$ cat src/rtl/uart_cmd_sequencer.sv
// uart_cmd_sequencer: assembles 6-byte SD command frames from a UART
// receiver and presents them on a valid/ready interface.
// Optional build macro: UART_CMD_CRC_CHECK_EN (CRC7 check of byte 5).
module uart_cmd_sequencer #(
   parameter int unsigned TIMEOUT_CYCLES = 100000,
   parameter int unsigned TO_W           = 20
) (
   input  logic        clk,
   input  logic        reset,
   input  logic [7:0]  rx_data,
   input  logic        rx_full,
   output logic        rx_keep,
   output logic [5:0]  cmd_index,
   output logic [31:0] cmd_arg,
   output logic        cmd_valid,
   input  logic        cmd_ready,
   output logic        err_frame,
   output logic        err_crc,
   output logic        err_timeout,
   output logic        err_overrun,
   output logic        busy
);

   typedef enum logic [1:0] {S_IDLE, S_COLLECT, S_CHECK, S_PRESENT} state_t;

   localparam logic [TO_W-1:0] TO_TERM = TO_W'(TIMEOUT_CYCLES - 1);

   state_t          state_q, state_d;
   logic            rx_full_q;
   logic            rx_keep_q;
   logic [2:0]      cnt_q, cnt_d;
   logic [TO_W-1:0] to_q, to_d, to_inc;
   logic [5:0]      idx_q, idx_d;
   logic [31:0]     arg_q, arg_d;
   logic            stop_q, stop_d;
   logic            cmd_valid_q, cmd_valid_d;
   logic            err_frame_q, err_frame_d;
   logic            err_to_q, err_to_d;
   logic            err_ovr_q, err_ovr_d;
   logic            capture;
   logic            f_frame, f_to, f_ovr, f_hi;
`ifdef UART_CMD_CRC_CHECK_EN
   logic [6:0]      crc_rx_q, crc_rx_d;
   logic            err_crc_q, err_crc_d;
   logic            f_crc;

   // CRC7, polynomial x^7+x^3+1, init 0, MSB first
   function automatic logic [6:0] crc7(input logic [39:0] d);
      logic [6:0] c;
      logic       fb;
      c = '0;
      for (int unsigned i = 0; i < 40; i++) begin
         fb = d[39 - i] ^ c[6];
         c  = {c[5:0], 1'b0};
         if (fb) c = c ^ 7'h09;
      end
      return c;
   endfunction
`endif

   assign capture = rx_full & ~rx_full_q;

   // Next-state, frame assembly and error selection
   always_comb begin
      state_d     = state_q;
      cnt_d       = cnt_q;
      to_d        = to_q;
      to_inc      = to_q + 1'b1;
      idx_d       = idx_q;
      arg_d       = arg_q;
      stop_d      = stop_q;
      cmd_valid_d = cmd_valid_q;
      f_frame     = 1'b0;
      f_to        = 1'b0;
      f_ovr       = 1'b0;
`ifdef UART_CMD_CRC_CHECK_EN
      crc_rx_d    = crc_rx_q;
      f_crc       = 1'b0;
`endif
      case (state_q)
         S_IDLE: begin
            to_d        = '0;
            cmd_valid_d = 1'b0;
            if (capture) begin
               if (rx_data[7:6] == 2'b01) begin
                  idx_d   = rx_data[5:0];
                  cnt_d   = 3'd1;
                  state_d = S_COLLECT;
               end else begin
                  f_frame = 1'b1;
               end
            end
         end
         S_COLLECT: begin
            // Argument bytes shift in MSB first; the stored byte 0
            // bits 7:6 are implicitly 01, so only bits 5:0 are kept.
            if (capture) begin
               to_d  = '0;
               cnt_d = cnt_q + 3'd1;
               if (cnt_q == 3'd5) begin
                  stop_d   = rx_data[0];
`ifdef UART_CMD_CRC_CHECK_EN
                  crc_rx_d = rx_data[7:1];
`endif
                  state_d  = S_CHECK;
               end else begin
                  arg_d = {arg_q[23:0], rx_data};
               end
            end else if (to_inc == TO_TERM) begin
               f_to    = 1'b1;
               to_d    = '0;
               state_d = S_IDLE;
            end else begin
               to_d = to_inc;
            end
         end
         S_CHECK: begin
            f_ovr = capture;
            if (!stop_q) begin
               f_frame = 1'b1;
               state_d = S_IDLE;
            end
`ifdef UART_CMD_CRC_CHECK_EN
            else if (crc_rx_q != crc7({2'b01, idx_q, arg_q})) begin
               f_crc   = 1'b1;
               state_d = S_IDLE;
            end
`endif
            else begin
               state_d = S_PRESENT;
            end
         end
         S_PRESENT: begin
            f_ovr       = capture;
            cmd_valid_d = 1'b1;
            if (cmd_valid_q && cmd_ready) begin
               cmd_valid_d = 1'b0;
               state_d     = S_IDLE;
            end
         end
         default: state_d = S_IDLE;
      endcase

      // Only one error pulse per cycle: frame > crc > timeout > overrun
`ifdef UART_CMD_CRC_CHECK_EN
      f_hi      = f_frame | f_crc;
      err_crc_d = f_crc & ~f_frame;
`else
      f_hi      = f_frame;
`endif
      err_frame_d = f_frame;
      err_to_d    = f_to & ~f_hi;
      err_ovr_d   = f_ovr & ~f_hi & ~f_to;
   end

   // State and datapath registers
   always_ff @(posedge clk or negedge reset) begin
      if (!reset) begin
         state_q     <= S_IDLE;
         rx_full_q   <= 1'b0;
         rx_keep_q   <= 1'b1;
         cnt_q       <= '0;
         to_q        <= '0;
         idx_q       <= '0;
         arg_q       <= '0;
         stop_q      <= 1'b0;
         cmd_valid_q <= 1'b0;
         err_frame_q <= 1'b0;
         err_to_q    <= 1'b0;
         err_ovr_q   <= 1'b0;
`ifdef UART_CMD_CRC_CHECK_EN
         crc_rx_q    <= '0;
         err_crc_q   <= 1'b0;
`endif
      end else begin
         state_q     <= state_d;
         rx_full_q   <= rx_full;
         rx_keep_q   <= ~capture;
         cnt_q       <= cnt_d;
         to_q        <= to_d;
         idx_q       <= idx_d;
         arg_q       <= arg_d;
         stop_q      <= stop_d;
         cmd_valid_q <= cmd_valid_d;
         err_frame_q <= err_frame_d;
         err_to_q    <= err_to_d;
         err_ovr_q   <= err_ovr_d;
`ifdef UART_CMD_CRC_CHECK_EN
         crc_rx_q    <= crc_rx_d;
         err_crc_q   <= err_crc_d;
`endif
      end
   end

`ifdef UART_CMD_CRC_CHECK_EN
   assign err_crc = err_crc_q;
`else
   assign err_crc = 1'b0;
`endif

   assign rx_keep     = rx_keep_q;
   assign cmd_index   = idx_q;
   assign cmd_arg     = arg_q;
   assign cmd_valid   = cmd_valid_q;
   assign err_frame   = err_frame_q;
   assign err_timeout = err_to_q;
   assign err_overrun = err_ovr_q;
   assign busy        = (state_q != S_IDLE);

endmodule

$ cat config.mk
export PLATFORM = sky130hd
export DESIGN_NAME = uart_cmd_sequencer
export DESIGN_NICKNAME = d
export VERILOG_FILES = /design/src/rtl/uart_cmd_sequencer.sv
export SDC_FILE = /design/constraint.sdc
export NUM_CORES = 1
export LEC_CHECK = 0
export ABC_AREA = 1
export BUFFER_PORTS_ARGS = -buffer_cell sky130_fd_sc_hd__buf_2
export CELL_PAD_IN_SITES_DETAIL_PLACEMENT = 1
export CELL_PAD_IN_SITES_GLOBAL_PLACEMENT = 2
export CORE_MARGIN = 2
export CORE_UTILIZATION = 34
export CTS_BUF_LIST = sky130_fd_sc_hd__clkbuf_4 sky130_fd_sc_hd__clkbuf_8 sky130_fd_sc_hd__clkbuf_16
export CTS_CLUSTER_DIAMETER = 30
export CTS_CLUSTER_SIZE = 24
export DETAILED_ROUTE_END_ITERATION = 12
export GPL_TIMING_DRIVEN = 0
export PLACE_DENSITY_LB_ADDON = 0.1
export SETUP_SLACK_MARGIN = 0.15
export SYNTH_ARGS = -nofsm -noshare
export SYNTH_HDL_FRONTEND = slang
export SYNTH_SLANG_ARGS = --single-unit
$ cat constraint.sdc
create_clock -name clk -period 1.95 [get_ports clk]
set_input_delay 0.0975 -clock clk [delete_from_list [all_inputs] [get_ports clk]]
set_output_delay 0.0975 -clock clk [all_outputs]
set_load 0.005 [all_outputs]
==> summary.txt, run 1 <==
Routing
  – DR DRC count: 0
  – Vias: 2825
  – Number of routed nets with antenna violations: 0
  – Initial DRC count: 68
  – DR WL/cell: 15.54 um
  – Vias per inst: 4.788
  – Routed wire length: 9170 um
  – DRT Pass-1 Iters: 4

Logic synthesis
  – Number of synthesis warnings: 0
  – Seq/Total Area, Yosys: 52.00%
  – Number of distinct library cells after synthesis: 32
  – Synth Register Bits: 70
  – Mean area per synthesized cell: 9.235 um2
  – Synth top area cells: dfrtp_1, nand2_1, mux2_2
  – Mapped Nets: 385
  – Synthesized area: 3371 um2
  – Post-Synthesis Cells: 365
  – Share of the synthesized area in the top cell type: 51.22%
  – Area leader, netlist: dfrtp_1

Finish
  – Non-Filler Instances: 590
  – Area Growth Syn to Fin: 33.44%
  – Commonest cells after routing, fill and taps aside: nand2_1, dfrtp_1, buf_2
  – Layout net count: 472
  – Commonest non-fill, non-tap cell in the layout: nand2_1
  – Number of inserted diodes: 0
  – Fill cells: 1124
  – Layout cells sized above 1: 39.61%

Clock network
  – Sink Count: 70
  – Root Buffer: clkbuf_8
  – Clk Latency, worst-skew pair: 0.36 ns
  – CTS Buffer Depth: 2
  – CTS buffer count: 9
  – Clock H-tree levels: 3
  – CTS tree: built
  – Clock transition at the registers of the reported paths: 0.07 ns

Die
  – Placement Rows: 36
  – IO Pins: 57
  – Core Box Area: 9684 um2
  – Starting Density: 34.81%
  – DIE AREA: 10730 um2
  – Die H: 103.6 um
  – Die W: 103.6 um

STA
  – Final Max Slew Viols: 0
  – Final Skew: 0.01099 ns
  – Tcrit/Tclk final: 105.0%
  – Final setup margin: -0.09716 ns
  – RSZ-0062 raised after global routing: true
  – Final setup violating endpoints: 15
  – Max Clk Rate: 488.5 MHz
  – Min Hold Slack: -0.002175 ns
  – Final Hold Vio Count: 1
  – Tmin final: 2.047 ns

Critical path
  – Worst endpoint required time: 2.19 ns
  – Worst path cell trace: buf_6 > ha_4 > nand3_4 > nor2_4 > nand2_2 > inv_2 > nand3_1 > nand2_2 > nand2_2 > nor2_4 > nand3_4 > nand2_4 > clkbuf_16 > o22ai_2
  – Worst path max stage delay: 0.38 ns
  – Crit Path Category: reg2reg
  – Critical path buffers and inverters: 3
  – Slowest CP cell: dfrtp_1
  – Crit Path Max Fanout: 5
  – Critical path capture point type: register
  – CP Launch Type: register
  – WP data arrival: 2.29 ns
  – Most used cell, CP: nand2_2
  – Crit-path leading delay family: simple AND/OR/NAND/NOR gates

Placement
  – GPL Wtd Cong: 0.7469
  – Cell count after placement: 554
  – IO buf count: 55
  – Post-detail-place hpwl: 6453 um

Global routing
  – Initial antenna violation count: 0
  – Largest net degree at the start of global routing: 50
  – Vias in the first global route: 2912
  – GR Overflow Total: 0
  – Total Routing Usage GR: 17.55%
  – First-pass GRT wire length: 14730 um

Worst hold path
  – Worst hold-check path type: in2reg

Pwr
  – Static Leak: 2.093 nW
  – Pwr dens: 1234 nW/um2
  – Worst-case vdd ir drop: 0.6650 mV

Status
  – Failing checks: hold timing, setup timing
  – Status: finished, violations left

Flow run
  – Maxcap violations: 0
area by class of cell:
cell class              count  area, um2  area share (%)
flip-flops and latches     70       1757           39.05
well taps                 133      166.4           3.700
repair buffers             76      494.2           10.99
multi-input cells         243       1609           35.77
clock inverters             4      53.80           1.196
clock buffers              12      165.2           3.672
inverters                  44      171.4           3.811
plain buffers               8      81.33           1.808
sequential cells by signal, summed over array words and instances, names as in the netlist, 2 cells and up:
name	flops
cmd_arg	32
cmd_index	6
cnt_q	3
state_q	2
to_q	20
power by group:
| part | internal [mW] | total, mW | leakage, nW | switching [mW] |
|---|---|---|---|---|
| registers | 1.92 | 2.26 | 0.906 | 0.344 |
| clock network | 0.698 | 1.28 | 0.105 | 0.583 |
| logic | 0.945 | 2.01 | 1.08 | 1.06 |
synth_stat cells (all sizes together):
master  instances
o22ai          10
o31ai           1
mux2           25
inv            43
xnor2           1
o32ai           1
clkinv          1
ha              8
a21oi           5
o21ai          30
nand3          23
buf             2
conb            1
a31oi           1
xor2            4
clkbuf          6
a211oi          1
dfrtp          69
nand2          88
dfstp           1
nor3            5
nand4           4
nor2           35
worst reg2reg max path, delay by kind of cell (launching register included):
family	cells	cell delay (ns)
flip-flops	1	0.38
adder cells (fa/ha/maj)	1	0.15
buffers and inverters	3	0.38
AO/OA/AOI/OAI	1	0.07
AND/OR/NAND/NOR	9	0.95
worst paths after layout:
path | startpoint | endpoint | slack (ns) | cells past startpoint
max reg2reg | to_q[1] | to_q[6] | -0.1 | 14
min in group asynchronous | reset | cmd_index[5] | 0.19 | 2
max | to_q[1] | to_q[6] | -0.1 | 14
min reg2reg | cmd_index[4] | cmd_index[4] | 0.49 | 2
min | rx_data[3] | cmd_arg[3] | -0.002 | 3
max in group asynchronous | reset | rx_keep | 1.16 | 3
repair_timing:
item                                   in CTS  in global routing
cloned                                      0                  1
setup endpoints to repair                  55                 57
buffers inserted                           11                  4
hold buffers                                4                  0
endpoints found under the hold margin      72                  0
pin swaps                                   2                 12
gates resized for setup                    38                 45
kinds of logic (layout without fill, tap and decap cells):
group           after synthesis  after routing  synth area share, %
compound gates               49             49                7.944
xor+xnor                      5              5                1.299
fa+ha+maj                     8              8                2.970
buf+inv                      52            144                6.124
flops                        70             70                52.00
mux                          25             25                8.352
other cells                   1              1               0.1113
simple gates                155            155                21.20
layer usage:
layer  GRT usage, %  part of all wire, %  vias to the layer above
met2          29.14                   49                       39
met4          5.695                  1.4                        0
met1          22.66                   47                     1410
met3          4.216                  2.5                       11
met5              0                    0                        -
li1               -                    -                     1365
metrics by stage:
stage | total power, mW | setup slack, ns | utilization, % | setup TNS, ns | instance area [um2]
after floorplan | 3.144 | 0.1513 | - | 0 | 3373
after global placement | 3.893 | -0.2746 | 39.39 | -9.661 | 3815
after detailed placement | 3.968 | -0.3129 | 39.70 | -11.10 | 3845
after CTS | 5.446 | -0.08670 | 44.42 | -0.4652 | 4302
after global routing | 5.957 | -0.2282 | 46.45 | -3.195 | 4498
final | 5.551 | -0.09716 | 46.45 | -0.7811 | 4498
Note: power is estimated with default switching activity, not from simulation.
==> inputs of run 2 (changes only) <==
==> constraint.sdc (replaced) <==
create_clock -name clk -period 1.95 [get_ports clk]
set_input_delay 0.39 -clock clk [delete_from_list [all_inputs] [get_ports clk]]
set_output_delay 0.39 -clock clk [all_outputs]
set_load 0.005 [all_outputs]
==> summary.txt, run 2 (synthesis gave the netlist of run 1 again) <==
Pwr
  – Total Power: 5.641 mW (+1.6%)
  – Pwr dens: 1252 nW/um2 (+1.4%)
  – Worst-case vdd ir drop: 0.6927 mV (+4.2%)
  – Static Leak: 2.093 nW (about the same)

Critical path
  – Worst endpoint required time: 2.19 ns (about the same)
  – Crit Path Max Fanout: 6 (+1)
  – Worst setup path endpoint: to_q[6]
  – Flop2flop setup slack: -0.09 ns (about the same)
  – Worst flop-to-flop path startpoint: to_q[1]
  – WP data arrival: 2.28 ns (about the same)
  – CP Launch Type: register
  – R2R cell count: 13 (-1)
  – Crit Path Category: reg2reg
  – Critical path launch point: to_q[1]
  – Critical path capture point type: register
  – R2R Path End: to_q[6]

Clock network
  – CTS tree: built
  – Sink Count: 70 (unchanged)
  – CTS Buffer Depth: 2 (unchanged)
  – Root Buffer: clkbuf_8
  – Clock transition at the registers of the reported paths: 0.07 ns (about the same)
  – CTS buffer count: 9 (unchanged)
  – Clock H-tree levels: 3 (unchanged)
  – Clk Latency, worst-skew pair: 0.36 ns (about the same)

Die
  – DIE AREA: 10730 um2 (unchanged)
  – Starting Density: 34.81% (unchanged)
  – Die W: 103.6 um (unchanged)
  – Placement Rows: 36 (unchanged)
  – IO Pins: 57 (unchanged)
  – Core Box Area: 9684 um2 (unchanged)
  – Die H: 103.6 um (unchanged)

Global routing
  – Largest net degree at the start of global routing: 50 (unchanged)
  – GR Overflow Total: 0 (unchanged)
  – Total Routing Usage GR: 17.49% (-0.067 points)
  – Initial antenna violation count: 0 (unchanged)
  – First-pass GRT wire length: 14680 um (-0.37%)
  – Vias in the first global route: 2898 (-0.48%)

Placement
  – IO buf count: 55 (unchanged)
  – Post-detail-place hpwl: 6453 um (unchanged)
  – GPL Wtd Cong: 0.7469 (unchanged)
  – Post-DP Area: 3845 um2 (unchanged)

STA
  – Max Clk Rate: 489.6 MHz (+0.23%)
  – Final Skew: 0.01147 ns (+0.0004761 ns)
  – Final Max Slew Viols: 0 (unchanged)
  – RSZ-0062 raised after global routing: true
  – Final setup violating endpoints: 15 (unchanged)
  – Final Hold Vio Count: 0 (-1)
  – Final setup margin: -0.09247 ns (+0.004685 ns)
  – Min Hold Slack: 0.1558 ns (+0.1580 ns)
  – Tcrit/Tclk final: 104.7% (-0.24 points)
  – Tmin final: 2.042 ns (-0.004685 ns)

Routing
  – DR WL/cell: 15.48 um (-0.41%)
  – Vias: 2814 (-0.39%)
  – Initial DRC count: 77 (+13%)
  – DR DRC count: 0 (unchanged)
  – Routed wire length: 9132 um (-0.41%)
  – DRT Pass-1 Iters: 4 (unchanged)
  – Number of routed nets with antenna violations: 0 (unchanged)
  – Vias per inst: 4.769 (-0.39%)

Finish
  – Number of inserted diodes: 0 (unchanged)
  – Area Growth Syn to Fin: 33.70%
  – Layout net count: 472 (unchanged)
  – Fill cells: 1124 (unchanged)
  – Layout cells sized above 1: 40.92% (+1.3 points)
  – Post-route cell area: 4507 um2 (+0.19%)
  – Commonest non-fill, non-tap cell in the layout: nand2_1
  – Commonest cells after routing, fill and taps aside: nand2_1, dfrtp_1, buf_2
  – Number of flip-flops in the largest register: 32 (unchanged)

Status
  – Status: finished, violations left
  – Failing checks: setup timing

Worst hold path
  – Worst hold-check path type: in2reg
  – Hold Crit Depth: 1 (-2)

Flow run
  – Maxcap violations: 0 (unchanged)
## run 2: cell count changes in the layout (fill, tap and decap cells not counted), moves of 3 or more
cell,delta
buf_4,+3
dlygate4sd3_1,-3
inv_1,-3
inv_2,+3
## run 2: stage by stage
stage	cells	setup TNS, ns	setup slack [ns]	util (%)
2_1_floorplan	365	0	0.1513	-
3_3_place_gp	553	-11.05	-0.3312	39.39
3_5_place_dp	554	-12.50	-0.3427	39.70
4_1_cts	582	-0.4652	-0.08670	44.13
5_1_grt	590	-3.031	-0.2246	46.54
6_report	590	-0.7330	-0.09247	46.54
## run 2: area by class of cell
type / count / area, um2 / area share (%)
Clock inverter: 4 / 53.80 / 1.194
Sequential cell: 70 / 1757 / 38.98
Buffer: 8 / 80.08 / 1.777
Timing Repair Buffer: 76 / 486.7 / 10.80
Inverter: 44 / 171.4 / 3.803
Clock buffer: 12 / 165.2 / 3.665
Tap cell: 133 / 166.4 / 3.692
Multi-Input combinational cell: 243 / 1627 / 36.09
## run 2: metal layers
layer / track usage, % / vias to the layer above / wire length, um
met2: 28.95 / 27 / 4505
met1: 22.62 / 1415 / 4306
met5: 0 / - / 0
li1: - / 1361 / -
met3: 4.216 / 11 / 187
met4: 5.695 / 0 / 132
## run 2: power breakdown
group | leakage, nW | switching (mW) | internal [mW]
Clock | 0.105 | 0.587 | 0.698
Combinational | 1.08 | 1.09 | 1.01
Sequential | 0.906 | 0.341 | 1.92
Total | 2.09 | 2.02 | 3.62
## run 2: critical path, stage by stage, from the launching register on
cell and delay [ns]:
dfrtp_1 0.38, buf_6 0.13, nand2_4 0.05, nor2_4 0.22
nand2_4 0.10, o21ai_2 0.15, nand2_1 0.10, nor2_2 0.10
nand2_1 0.09, nor2_4 0.13, nand3_4 0.11, nand2_4 0.12
clkbuf_16 0.17, o22ai_2 0.07
## run 2: what timing repair did
| action | CTS | global route |
|---|---|---|
| buffers inserted | 11 | 7 |
| pin swaps | 2 | 12 |
| cloned | 0 | 1 |
| setup endpoints to repair | 56 | 58 |
| gates resized for setup | 39 | 48 |
| hold buffers | 1 | 0 |
| endpoints found under the hold margin | 21 | 0 |
## run 2: how the worst min path moves through the flow
stage	startpoint	to
final	rx_full	rx_full_q
after global routing	rx_full	rx_full_q
after CTS	rx_full	rx_full_q
after detailed placement	reset	cmd_index[4]
after global placement	cmd_index[4]	cmd_index[4]
after floorplan	reset	cmd_arg[0]
